## config.mk

```make
export PLATFORM = sky130hd
export DESIGN_NAME = qpsk_symbol_mapper
export DESIGN_NICKNAME = d
export VERILOG_FILES = /design/src/rtl/qpsk_symbol_mapper.sv
export SDC_FILE = /design/constraint.sdc
export NUM_CORES = 1
export LEC_CHECK = 0
export ABC_CLOCK_PERIOD_IN_PS = 1800
export CAP_MARGIN = 15
export CORE_ASPECT_RATIO = 1.1
export CORE_UTILIZATION = 25
export CTS_CLUSTER_SIZE = 28
export DETAILED_ROUTE_END_ITERATION = 6
export PLACE_DENSITY = 0.66
export SYNTH_ARGS = -nofsm -noshare
export SYNTH_HDL_FRONTEND = slang
export SYNTH_SLANG_ARGS = --single-unit
```

## constraint.sdc

```tcl
create_clock -name clk -period 1.8 [get_ports clk]
set_input_delay 0.36 -clock clk [delete_from_list [all_inputs] [get_ports clk]]
set_output_delay 0.36 -clock clk [all_outputs]
set_load 0.02 [all_outputs]
```

## src/rtl/qpsk_symbol_mapper.sv

```systemverilog
// -----------------------------------------------------------------------------
// qpsk_symbol_mapper
//
// Purpose:
//   Maps a stream of 2-bit symbols (one per 32-bit input beat, symbol in
//   bits [1:0]) onto QPSK constellation points. Each point is emitted as an
//   sc16 sample (I in [31:16], Q in [15:0]) and repeated SPS times to give
//   rectangular upsampling. The output is framed into packets of SPP samples
//   with out_tlast, so it can feed a packetiser and radio TX path directly.
//
// Parameters:
//   SPS  samples per symbol (repetition count), 1..256
//   AMP  magnitude of each I/Q component, two's complement 16-bit
//   SPP  samples per output packet, 1..65536
//
// Ports:
//   clk         single clock for all logic
//   reset       synchronous, active-high reset
//   in_tdata    [1:0] symbol, [31:2] ignored
//   in_tvalid   input beat valid
//   in_tready   input beat accepted on in_tvalid && in_tready at a rising edge
//   out_tdata   sc16 sample, I [31:16], Q [15:0]
//   out_tvalid  output sample valid
//   out_tready  downstream ready
//   out_tlast   last sample of a packet, qualified by out_tvalid
// -----------------------------------------------------------------------------
module qpsk_symbol_mapper #(
  parameter int SPS = 4,
  parameter int AMP = 23170,
  parameter int SPP = 64
) (
  input  logic        clk,
  input  logic        reset,
  input  logic [31:0] in_tdata,
  input  logic        in_tvalid,
  output logic        in_tready,
  output logic [31:0] out_tdata,
  output logic        out_tvalid,
  input  logic        out_tready,
  output logic        out_tlast
);

  // Counter widths, never narrower than one bit so SPS=1 / SPP=1 still build.
  localparam int RW = (SPS > 1) ? $clog2(SPS) : 1;
  localparam int PW = (SPP > 1) ? $clog2(SPP) : 1;

  localparam logic [RW-1:0] REP_MAX = RW'(SPS - 1);
  localparam logic [PW-1:0] PKT_MAX = PW'(SPP - 1);

  localparam logic [15:0] AMP_POS = 16'(AMP);
  localparam logic [15:0] AMP_NEG = 16'(-AMP);

  typedef enum logic {
    IDLE,
    EMIT
  } state_t;

  state_t        state_q, state_d;
  logic [RW-1:0] rep_q,   rep_d;
  logic [PW-1:0] pkt_q,   pkt_d;
  logic [31:0]   data_q,  data_d;

  logic        rep_last;
  logic        pkt_last;
  logic        accept;
  logic        out_hs;
  logic [31:0] mapped;

  // Upper input bits carry no information for this stage.
  logic unused_upper;
  assign unused_upper = ^in_tdata[31:2];

  // With SPS=1 the counter is pinned at 0, so this is always true.
  assign rep_last = (rep_q == REP_MAX);
  assign pkt_last = (pkt_q == PKT_MAX);

  assign out_tvalid = (state_q == EMIT);
  assign out_tdata  = data_q;
  assign out_tlast  = out_tvalid && pkt_last;

  // Ready is combinational from out_tready: the next symbol is taken in the
  // same cycle the final repeat of the current one is consumed, leaving no
  // bubble between symbols.
  assign in_tready = (state_q == IDLE) || (out_tready && rep_last);

  assign accept = in_tvalid && in_tready;
  assign out_hs = out_tvalid && out_tready;

  // Sign selection only; bit 1 picks the I sign, bit 0 the Q sign.
  assign mapped = {in_tdata[1] ? AMP_NEG : AMP_POS,
                   in_tdata[0] ? AMP_NEG : AMP_POS};

  always_comb begin
    // NOTE: every signal gets its hold value first so no path through the
    // case statement can leave it unassigned and infer a latch.
    state_d = state_q;
    rep_d   = rep_q;
    pkt_d   = pkt_q;
    data_d  = data_q;

    unique case (state_q)
      IDLE: begin
        if (accept) begin
          data_d  = mapped;
          rep_d   = '0;
          state_d = EMIT;
        end
      end
      EMIT: begin
        if (out_hs) begin
          if (!rep_last) begin
            rep_d = rep_q + RW'(1);
          end else if (accept) begin
            data_d = mapped;
            rep_d  = '0;
          end else begin
            rep_d   = '0;
            state_d = IDLE;
          end
        end
      end
      default: state_d = IDLE;
    endcase

    // Packet framing counts handshakes only and ignores symbol boundaries,
    // so it carries across IDLE gaps.
    if (out_hs) begin
      pkt_d = pkt_last ? '0 : pkt_q + PW'(1);
    end
  end

  // NOTE: state is updated with non-blocking assignments so every register
  // samples the pre-edge values regardless of statement order.
  always_ff @(posedge clk) begin
    if (reset) begin
      state_q <= IDLE;
      rep_q   <= '0;
      pkt_q   <= '0;
      data_q  <= '0;
    end else begin
      state_q <= state_d;
      rep_q   <= rep_d;
      pkt_q   <= pkt_d;
      data_q  <= data_d;
    end
  end

endmodule

```

==> summary.md, run 1 <==
| Metric | Value |
|---|---|
| Status | completed |
| Routed WL per cell | 11.0 microns |
| Synthesized area per cell | 8.23 sq um |
| Slowest stage delay, CP | 0.65 ns |
| Synth unique cells | 25 |
| Post-Syn Instances | 98 |
| Cell depth of the worst flop-to-flop path | 4 |
| CP Capture Type | output port |
| Die area | 3460 sq um |
| R2r setup slk | 0.38 ns |
| F_max | 585 MHz |
| Hold Startpoint | rep_q[0] |
| FP Rows | 21 |
| Seq cells post-synth | 14 |
| Sequential area share after synthesis | 34.7% |
| Initial antenna violation count | 0 |
| Crit-path leading delay family | buffers and inverters |
| Setup slack at placement | -0.189 ns |
| Vias in the first global route | 612 |
| Die span in y | 61.6 microns |
| Final Hold Viols | 0 |
| Tot Pwr | 729 uW |
| Routed vias | 727 |
| Worst r2r src | out_tvalid |
| Reg2Reg Capture Point | pkt_q[5] |
| Starting Density | 26.5% |
| Area leader, netlist | dfxtp_1 |
| Final WL | 1720 microns |
| Synthesized area | 807 sq um |
| Yosys warning count | 0 |
| Tightest Hold Check Type | register to register |
| Clock Path Buffers | 2 |
| CTS buffer count | 3 |
| DP HPWL | 1330 microns |
| Slowest CP cell | clkdlybuf4s50_1 |
| Worst-path fanout max | 6 |
| Clk_skew | 0.000335 ns |
| Async set or reset register ratio after synthesis | 0% |
| Clock transition at path regs | 0.08 ns |
| Layout net count | 162 |
| Max Cap Viol | 0 |
| Pwr/cell area | 638 nW/um^2 |
| Hold path endpoint | rep_q[0] |
| Fin crit period | 1.71 ns |
| Routed Antenna Nets | 0 |
| Number of flops mapped to enable cells by yosys | 0 |
| Root Driver | clkbuf_4 |
| CTS tree | built |
| Final design utilization | 37.5% |
| # port buffers | 38 |
| Critical path type | register to output port |
| RSZ-0062 raised after global routing | no |
| Leakage dissipation | 0.577 nW |
| Setup violations, final | 0 |
| First-pass GRT wire length | 2770 microns |
| Top-count cell post-synth | buf_4 |
| Setup TNS | 0 ns |
| Clock sinks | 14 |
| Hold_buf cts | 0 |
| Synth Flop Type | dfxtp_1 |
| Post-synth top cells | 27 x buf_4, 14 x dfxtp_1, 12 x a21oi_1 |
| GPL Wtd Cong | 0.663 |
| TritonRoute pass-1 iters | 2 |
| Arr. time, crit path | 1.35 ns |
| Post-CTS Setup Bufs | 0 |
| H-tree Lvls | 1 |
| Critical Path RT | 1.44 ns |
| Worst-path cell chain | clkdlybuf4s50_1 |
| Max-slew violation count | 0 |
| Top-area cell type share of the netlist area | 34.7% |
| Skew-Pair Late Insertion Delay | 0.29 ns |
| Crit path launch type | register |
| Core ar. | 3050 sq um |
| GRT overflow | 0 |
| Final WS setup | 0.0894 ns |
| Layout cells sized above 1 | 14.8% |
| GRT Overall Usage | 10.9% |
| CP bufs+invs | 1 |
| Largest net degree at the start of global routing | 15 |
| Final critical-path share of the clock period | 95.0% |
| Dominant cells by area after synthesis | dfxtp_1 35%, buf_4 25%, a21oi_1 7.4% |
| Remaining DRCs | 0 |
| Worst Hold Depth | 2 |
| Via-to-Cell Ratio | 4.66 |
| VDD IR max | 0.345 mV |
| 1st-iter DRT viols | 19 |
| Io pins | 71 |
| Layout area overhead | 41.6% |
| Antenna Cells | 0 |
| Die Wd | 56.2 microns |
==> what timing repair did <==
action / in CTS / in global routing
resized for setup: 5 / 14
hold endpoints to repair: 0 / 0
endpoints found under the setup margin: 11 / 18
pin swaps: 0 / 0
==> final cells by class <==
type                            instances  area [sq um]
Timing Repair Buffer                   49           477
Fill cell                             324          1910
Tap cell                               34          42.5
Multi-Input combinational cell         52           304
Clock buffer                            3          22.5
Inverter                                4          15.0
Sequential cell                        14           282
==> worst max path at each step <==
stage             startpoint             to  slack, ns  cells after the start
6_report       out_tdata[14]  out_tdata[12]       0.09                      1
5_1_grt             rep_q[0]      in_tready       0.01                      4
4_1_cts             pkt_q[1]      out_tlast      0.004                      4
3_5_place_dp      out_tready      in_tready      -0.19                      4
3_3_place_gp      out_tready      in_tready      -0.19                      4
2_1_floorplan     out_tvalid      out_tlast       0.26                      3
==> flip-flops by register name, indices dropped and copies added, names as in the netlist <==
name	count
out_tvalid	1
rep_q	2
out_tdata	5
pkt_q	6
==> kinds of logic after synthesis <==
| logic type | after synthesis | synth area share [%] |
|---|---|---|
| and+or+nand+nor | 23 | 14.1 |
| buffers and inverters | 33 | 28.1 |
| DFF | 14 | 34.7 |
| xor gates and xnor gates | 1 | 1.09 |
| other | 1 | 0.465 |
| muxes | 1 | 1.24 |
| AOI/OAI and AO/OA | 23 | 17.2 |
| adders and majority gates | 2 | 3.10 |
==> per-stage QoR <==
stage	cell area, sq um	std cells	hold WS [ns]
floorplan	811	99	0.429
global placement	1100	153	0.453
detailed placement	1100	153	0.471
CTS	1120	156	0.482
global route	1140	156	0.512
finish	1140	156	0.480
==> placed cells by master, fill, tap and decap left out <==
| master | instances |
|---|---|
| ha_1 | 2 |
| a21oi_1 | 12 |
| buf_4 | 11 |
| o21ai_0 | 4 |
| conb_1 | 2 |
| nand3_2 | 1 |
| clkbuf_2 | 1 |
| dfxtp_2 | 1 |
| a21boi_2 | 1 |
| clkdlybuf4s50_1 | 24 |
| inv_1 | 4 |
| dfxtp_1 | 13 |
| o2111ai_1 | 1 |
| nor3_1 | 1 |
| xor2_1 | 1 |
| mux2i_1 | 1 |
| o211ai_1 | 1 |
| a31oi_1 | 1 |
| or3_1 | 4 |
| nor2_1 | 3 |
| nand2_1 | 8 |
| nand3_1 | 5 |
| clkbuf_4 | 3 |
| clkdlybuf4s15_1 | 1 |
| o31ai_1 | 1 |
| dlymetal6s2s_1 | 9 |
| or4_1 | 1 |
| dlygate4sd2_1 | 3 |
| a311oi_1 | 1 |
| a32oi_1 | 1 |
==> report_power, final <==
| group | switching (mW) | leakage, nW | internal (mW) | total (mW) |
|---|---|---|---|---|
| registers | 0.0143 | 0.115 | 0.322 | 0.337 |
| clock network | 0.107 | 0.0138 | 0.0779 | 0.185 |
| logic | 0.107 | 0.448 | 0.0995 | 0.207 |
| total | 0.229 | 0.577 | 0.500 | 0.729 |
==> layer usage <==
metal	global-route usage, %	vias to the layer above	part of all wire [%]
li1	-	360	-
met5	0	-	0
met4	9.41	0	3.2
met3	2.10	5	7.5
met2	19.6	33	50
met1	11.3	329	39
No activity file was read; power rests on OpenSTA's default activity.
==> run 2, diff against run 1 <==
--- a/config.mk
+++ b/config.mk
@@ -12,6 +12,7 @@
 export CTS_CLUSTER_SIZE = 28
 export DETAILED_ROUTE_END_ITERATION = 6
 export PLACE_DENSITY = 0.66
+export SLEW_MARGIN = 20
 export SYNTH_ARGS = -nofsm -noshare
 export SYNTH_HDL_FRONTEND = slang
 export SYNTH_SLANG_ARGS = --single-unit
==> results of run 2 <==
The final DEF is identical to that of run 1; final timing and power are the same.
